## src/rtl/vpu_uart_pkg.sv

```systemverilog
// Shared definitions for the UART instruction-memory loader/dumper pair.
//   UART_FRAME_BITS : bits per 8N1 frame (start + 8 data + stop)
//   dump_state_t    : dumper FSM state encoding
//   bytes_per_word  : number of UART bytes carried by one instruction word
package vpu_uart_pkg;

    localparam int unsigned UART_FRAME_BITS = 10;

    typedef enum logic [2:0] {
        IDLE = 3'd0,
        RD   = 3'd1,
        CAP  = 3'd2,
        TX   = 3'd3,
        TXW  = 3'd4,
        FIN  = 3'd5
    } dump_state_t;

    function automatic int unsigned bytes_per_word(input int unsigned width);
        return width / 8;
    endfunction

endpackage

```

## src/rtl/uart_tx_byte.sv

```systemverilog
// 8N1 UART byte transmitter.
//   clk, rst  : clock, synchronous active-high reset
//   tx_start  : load tx_data and start a frame (accepted only while tx_busy=0)
//   tx_data   : byte to send, LSB first
//   tx_busy   : high for the full frame, starting the cycle after tx_start
//   tx        : serial line, idle high
module uart_tx_byte
    import vpu_uart_pkg::*;
#(
    parameter int unsigned CLK_PER_BIT = 54
) (
    input  logic       clk,
    input  logic       rst,
    input  logic       tx_start,
    input  logic [7:0] tx_data,
    output logic       tx_busy,
    output logic       tx
);

    localparam int unsigned   CW       = (CLK_PER_BIT > 1) ? $clog2(CLK_PER_BIT) : 1;
    localparam logic [CW-1:0] CNT_LAST = CW'(CLK_PER_BIT - 1);
    localparam logic [3:0]    BIT_LAST = 4'(UART_FRAME_BITS - 1);

    logic [CW-1:0] cnt;
    logic [3:0]    bit_idx;
    logic [8:0]    sh;      // remaining data bits with the stop bit parked on top

    // Bit-period counter and frame sequencer; bit_idx 0 = start, 1..8 = data, 9 = stop
    always_ff @(posedge clk) begin
        if (rst) begin
            tx_busy <= 1'b0;
            tx      <= 1'b1;
            cnt     <= '0;
            bit_idx <= '0;
            sh      <= '1;
        end else if (!tx_busy) begin
            if (tx_start) begin
                tx_busy <= 1'b1;
                tx      <= 1'b0;
                cnt     <= '0;
                bit_idx <= '0;
                sh      <= {1'b1, tx_data};
            end
        end else if (cnt == CNT_LAST) begin
            cnt <= '0;
            if (bit_idx == BIT_LAST) begin
                tx_busy <= 1'b0;
                tx      <= 1'b1;
            end else begin
                bit_idx <= bit_idx + 4'd1;
                tx      <= sh[0];
                sh      <= {1'b1, sh[8:1]};
            end
        end else begin
            cnt <= cnt + CW'(1);
        end
    end

endmodule

```

## src/rtl/uart_instr_mem_dumper.sv

```systemverilog
// UART read-back engine for the instruction memory.
// Walks num_words addresses from start_addr (wrapping modulo DEPTH) through the
// synchronous read port and sends each word little-endian over 8N1 UART.
//   clk, rst     : clock, synchronous active-high reset
//   start        : one-cycle dump request, dropped unless idle
//   start_addr   : first word address (sampled on accepted start)
//   num_words    : word count 0..DEPTH (sampled on accepted start)
//   mem_rd_addr  : memory read address, changes only on entry to RD
//   mem_rd_data  : read data, valid one cycle after mem_rd_addr
//   uart_tx      : serial output, idle high
//   busy         : dump in progress
//   done         : one-cycle completion pulse
module uart_instr_mem_dumper
    import vpu_uart_pkg::*;
#(
    parameter int unsigned INSTR_WIDTH = 32,
    parameter int unsigned DEPTH       = 256,
    parameter int unsigned CLK_PER_BIT = 54
) (
    input  logic                     clk,
    input  logic                     rst,
    input  logic                     start,
    input  logic [$clog2(DEPTH)-1:0] start_addr,
    input  logic [$clog2(DEPTH):0]   num_words,
    output logic [$clog2(DEPTH)-1:0] mem_rd_addr,
    input  logic [INSTR_WIDTH-1:0]   mem_rd_data,
    output logic                     uart_tx,
    output logic                     busy,
    output logic                     done
);

    localparam int unsigned AW  = $clog2(DEPTH);
    localparam int unsigned NW  = AW + 1;
    localparam int unsigned BPW = bytes_per_word(INSTR_WIDTH);
    localparam int unsigned BIW = (BPW > 1) ? $clog2(BPW) : 1;

    dump_state_t          state;
    dump_state_t          state_next;
    logic [NW-1:0]        words_left;
    logic [BIW-1:0]       byte_idx;
    logic [INSTR_WIDTH-1:0] word_q;

    logic                 tx_busy;
    logic                 tx_start_c;
    logic [7:0]           tx_data_c;
    logic                 busy_d;
    logic                 done_d;
    logic                 last_byte_c;
    logic                 last_word_c;

    assign last_byte_c = (byte_idx == BIW'(BPW - 1));
    assign last_word_c = (words_left == NW'(1));

    // State register
    always_ff @(posedge clk) begin
        if (rst) begin
            state <= IDLE;
        end else begin
            state <= state_next;
        end
    end

    // Next-state logic
    always_comb begin
        state_next = state;
        unique case (state)
            IDLE: begin
                if (start) begin
                    state_next = (num_words == '0) ? FIN : RD;
                end
            end
            RD:  state_next = CAP;
            CAP: state_next = TX;
            TX:  state_next = TXW;
            TXW: begin
                if (!tx_busy) begin
                    if (!last_byte_c) begin
                        state_next = TX;
                    end else if (last_word_c) begin
                        state_next = FIN;
                    end else begin
                        state_next = RD;
                    end
                end
            end
            FIN:     state_next = IDLE;
            default: state_next = IDLE;
        endcase
    end

    // Output decode; busy/done are decoded from the next state so the registered
    // copies line up with the state they describe
    always_comb begin
        tx_start_c = (state == TX);
        tx_data_c  = word_q[{byte_idx, 3'b000} +: 8];
        busy_d     = state_next inside {RD, CAP, TX, TXW};
        done_d     = (state_next == FIN);
    end

    always_ff @(posedge clk) begin
        if (rst) begin
            busy <= 1'b0;
            done <= 1'b0;
        end else begin
            busy <= busy_d;
            done <= done_d;
        end
    end

    // Datapath: mem_rd_addr doubles as the walking address and only moves on entry to RD
    always_ff @(posedge clk) begin
        if (rst) begin
            mem_rd_addr <= '0;
            words_left  <= '0;
            byte_idx    <= '0;
            word_q      <= '0;
        end else begin
            unique case (state)
                IDLE: begin
                    if (start) begin
                        words_left <= num_words;
                        if (num_words != '0) begin
                            mem_rd_addr <= start_addr;
                        end
                    end
                end
                CAP: begin
                    word_q   <= mem_rd_data;
                    byte_idx <= '0;
                end
                TXW: begin
                    if (!tx_busy) begin
                        if (!last_byte_c) begin
                            byte_idx <= byte_idx + BIW'(1);
                        end else begin
                            words_left <= words_left - NW'(1);
                            if (!last_word_c) begin
                                mem_rd_addr <= mem_rd_addr + AW'(1);
                            end
                        end
                    end
                end
                default: ;
            endcase
        end
    end

    uart_tx_byte #(
        .CLK_PER_BIT(CLK_PER_BIT)
    ) u_tx (
        .clk      (clk),
        .rst      (rst),
        .tx_start (tx_start_c),
        .tx_data  (tx_data_c),
        .tx_busy  (tx_busy),
        .tx       (uart_tx)
    );

endmodule
```

## config.mk

```make
export PLATFORM = sky130hd
export DESIGN_NAME = uart_instr_mem_dumper
export DESIGN_NICKNAME = d
export VERILOG_FILES = /design/src/rtl/vpu_uart_pkg.sv /design/src/rtl/uart_tx_byte.sv /design/src/rtl/uart_instr_mem_dumper.sv
export SDC_FILE = /design/constraint.sdc
export NUM_CORES = 1
export LEC_CHECK = 0
export ABC_AREA = 1
export BUFFER_PORTS_ARGS = -buffer_cell sky130_fd_sc_hd__buf_2
export CAP_MARGIN = 25
export CELL_PAD_IN_SITES_DETAIL_PLACEMENT = 1
export CELL_PAD_IN_SITES_GLOBAL_PLACEMENT = 1
export CORE_ASPECT_RATIO = 2
export CORE_MARGIN = 2
export CORE_UTILIZATION = 40
export DETAILED_ROUTE_END_ITERATION = 8
export HOLD_SLACK_MARGIN = 0.02
export PLACE_DENSITY = 0.86
export SLEW_MARGIN = 40
export SYNTH_ARGS = -nofsm -noshare
export SYNTH_HDL_FRONTEND = slang
export SYNTH_SLANG_ARGS = --single-unit
```

## constraint.sdc

```tcl
create_clock -name clk -period 1.62 [get_ports clk]
set_input_delay 0.081 -clock clk [delete_from_list [all_inputs] [get_ports clk]]
set_output_delay 0.081 -clock clk [all_outputs]
set_load 0.1 [all_outputs]
```

==> impl_metrics.yaml <==
synth:
  ys_dominant_reg_cell: "sky130_fd_sc_hd__dfxtp_1"
  synth_nets: 623
  synth_cells: 563
  post_synth.cell_area_avg_um2: 6.84
  post_synth_top_area_cell: "sky130_fd_sc_hd__dfxtp_1"
  synthMostInstantiatedCell: "sky130_fd_sc_hd__nor2_1"
  portion_of_synthesized_cell_area_occupied_by_the_leading_cell_type_pct: 39.5
  yosysWarnings: 0
  synth_area_leaders: "sky130_fd_sc_hd__dfxtp_1, sky130_fd_sc_hd__o21ai_0, sky130_fd_sc_hd__nor2_1, sky130_fd_sc_hd__nand2_1, sky130_fd_sc_hd__nand3_1"
  syn_area_mm2: 0.00385
  synth-seq-cells: 76
  synthArstFlopShare_pct: 0
  synth-edff-count: 0
  synth.distinct_cells: 36
  synth_top_cells_by_count: "sky130_fd_sc_hd__nor2_1, sky130_fd_sc_hd__nand2_1, sky130_fd_sc_hd__dfxtp_1, sky130_fd_sc_hd__o21ai_0, sky130_fd_sc_hd__inv_1"
  yosysSeqAreaShare_pct: 39.5
final_layout:
  layout_cells_sized_above_1_pct: 22.8
  nNetsFinal: 712
  final-instance-count-excl-fill: 761
  antenna_cells: 0
  num-fill-cells: 1230
  areaGrowthSynthToFinish_pct: 27.4
floorplanning:
  core.rowCount: 50
  io-pin-count: 63
  die_h_um: 143
  core_footprint_mm2: 0.00938
  floorplan.initialDensity_pct: 41.0
  overall_die_area_mm2: 0.0105
  die-width_um: 73.4
timing:
  final.setup_skew_ns: 0.00804
  slew-limit-headroom_pct: 67.6
  finalCritPeriodShare_pct: 95.3
  worst_tran_pin_value_ns: 0.489
  final-hold-violation-count: 0
  finalWorstSetupSlack_ns: 0.0766
  setup_viol_count_final: 0
  grt_setup_unrepaired: "true"
  report.final.slew_viol_count: 0
  clock.fmax_mhz: 648
  timing.setup.tns_ns: 0
  layout_min_cycle_time_ns: 1.54
power:
  max-vdd-ir-drop_mv: 0.908
  seqPwrFrac_pct: 39.3
  internal-power_w: 0.00379
  power.share.switching_pct: 33.4
  leakagePower_nw: 2.20
  design_power_total_w: 0.00569
  power-per-cell-area_mw_per_mm2: 1160
  comb_power_share_pct: 24.4
  clock_power_share_pct: 36.3
  switching_power_w: 0.00190
clocking:
  insertion_delay_ns: 0.34
  num_clock_sinks: 76
  cts-root-buf: "sky130_fd_sc_hd__clkbuf_16"
  cts-buffers-inserted: 9
  ctsHtreeMaxLevel: 3
  cts_max_path_buffers: 2
  cts_tree: "yes"
  cts.reportedPaths.clkPinSlew_ns: 0.06
critical_path:
  critPathSlowestCell: "sky130_fd_sc_hd__dfxtp_2"
  timing.critical_path.to_type: "flip-flop"
  cp_slowest_stage_delay_ns: 0.41
  crit_chain: "ha_1 -> inv_1 -> nand3_1 -> nand2_2 -> nor2_4 -> buf_4 -> o21ai_0 -> a31oi_1"
  critical_path.top_delay_family: "flip-flops"
  cp-start-kind: "flip-flop"
  worst-endpoint-arrival_ns: 1.81
  crit_fanout: 5
  timing.critical_path.required_ns: 1.89
  cp.buffers_inverters: 2
  worstSetupPathType: "reg -> reg"
routing:
  num_vias: 4076
  post-route-drc-count: 0
  drtIter0Drc: 135
  drtAntennaViolNets: 0
  detail_route.vias_per_cell: 5.36
  route.detailed.wl_per_inst_um: 16.4
  route.final.wire_length_um: 12500
  detail_route.first_pass.iterations: 4
global_route:
  number_of_global_route_vias_before_repair: 4428
  overflow_left_after_global_routing: 0
  wire_length_of_the_first_global_routing_pass_um: 20200
  pin_count_of_the_biggest_net_entering_global_routing: 34
  grt_use_total_pct: 25.1
  antenna_found_initial: 0
place:
  finalWeightedCongestion: 0.829
  dp.final_hpwl_um: 8640
  pre_cts_slack_ns: -0.0255
  port_buffers: 62
  dp_cells: 719
worst_hold_path:
  hold_class: "in -> reg"
run_status:
  outcome: "finished, final reports clean"
job:
  maxCapViolCount: 0
state kept, by name (all words and copies together) (netlist names):
register / count
busy: 1
byte_idx: 2
done: 1
mem_rd_addr: 8
state: 3
u_tx.bit_idx: 4
u_tx.cnt: 6
u_tx.sh: 8
u_tx.tx: 1
u_tx.tx_busy: 1
word_q: 32
words_left: 9
area by class of cell:
class / instances / area (µm²) / share of cell area, %
clock buffer: 13 / 260 / 5.31
inverter: 57 / 220 / 4.49
timing repair buffer: 101 / 673 / 13.7
sequential: 76 / 1540 / 31.4
timing repair inverter: 1 / 7.51 / 0.153
clock inverter: 3 / 45.0 / 0.919
multi-input combinational: 406 / 2030 / 41.3
tap: 104 / 130 / 2.65
power by group through the flow:
stage	logic, W	registers (W)	clock network [W]
floorplan	0.000707	0.00250	0
detailed placement	0.00132	0.00227	0
global route	0.00153	0.00226	0.00217
global placement	0.00127	0.00226	0
CTS	0.00138	0.00223	0.00208
finish	0.00139	0.00224	0.00207
cells in the final DEF, fill, tap and decap left out, types with 4 or more instances in the layout:
cell                            instances
sky130_fd_sc_hd__nand2_2                6
sky130_fd_sc_hd__nand3_1               44
sky130_fd_sc_hd__o21ai_1                6
sky130_fd_sc_hd__nor2_1                95
sky130_fd_sc_hd__dlygate4sd3_1         23
sky130_fd_sc_hd__buf_2                 62
sky130_fd_sc_hd__o211ai_1               8
sky130_fd_sc_hd__dfxtp_1               62
sky130_fd_sc_hd__buf_4                 15
sky130_fd_sc_hd__a21oi_1               36
sky130_fd_sc_hd__clkbuf_16              9
sky130_fd_sc_hd__a21oi_2                7
sky130_fd_sc_hd__nand2_1               89
sky130_fd_sc_hd__inv_1                 47
sky130_fd_sc_hd__ha_1                   7
sky130_fd_sc_hd__dfxtp_2               13
sky130_fd_sc_hd__o21ai_0               70
sky130_fd_sc_hd__or2_2                 10
sky130_fd_sc_hd__clkinvlp_4             4
sky130_fd_sc_hd__inv_2                  8
logic make-up (layout without fill, tap and decap cells):
family          count (synthesis)  in the layout  synth area share (%)
compound gates                135            135                  19.1
fa+ha+maj                       8              8                  2.60
xor+xnor                        3              3                 0.683
flops                          76             76                  39.5
simple gates                  260            260                  29.6
buf+inv                        81            175                  8.45
layer usage:
layer | global-route usage [%] | wire, µm | vias up
met4 | 15.1 | 604 | 0
met5 | 0 | 0 | -
li1 | - | - | 2009
met3 | 5.15 | 270 | 42
met2 | 48.7 | 7260 | 84
met1 | 22.3 | 4320 | 1941
final timing paths:
path                   from             to  slack (ns)  cells after the start
max             byte_idx[0]  words_left[2]        0.08                      8
min          mem_rd_data[9]      word_q[9]        0.03                      3
max reg2reg     byte_idx[0]  words_left[2]        0.08                      8
min reg2reg      word_q[16]     word_q[16]        0.47                      2
worst min-delay path, stage by stage:
cell and delay (ns):
sky130_fd_sc_hd__buf_2 0.08, sky130_fd_sc_hd__nor2_1 0.06, sky130_fd_sc_hd__nor2_1 0.11
repair_timing:
action                                  CTS  global route
endpoints found under the hold margin    23             0
pin swaps                                 0             2
endpoints found under the setup margin   10            20
resized for setup                         4            23
gates cloned                              0             1
hold buffers                             23             0
buffers inserted                          0             2
metrics by stage:
stage / util [%] / hold WS (ns) / area, µm²
floorplan: - / 0.216 / 3860
global placement: 45.9 / 0.304 / 4300
detailed placement: 45.9 / 0.311 / 4300
CTS: 51.6 / 0.0282 / 4850
global route: 52.3 / 0.0355 / 4900
finish: 52.3 / 0.0297 / 4900
Power figures use the tool's default switching activity.
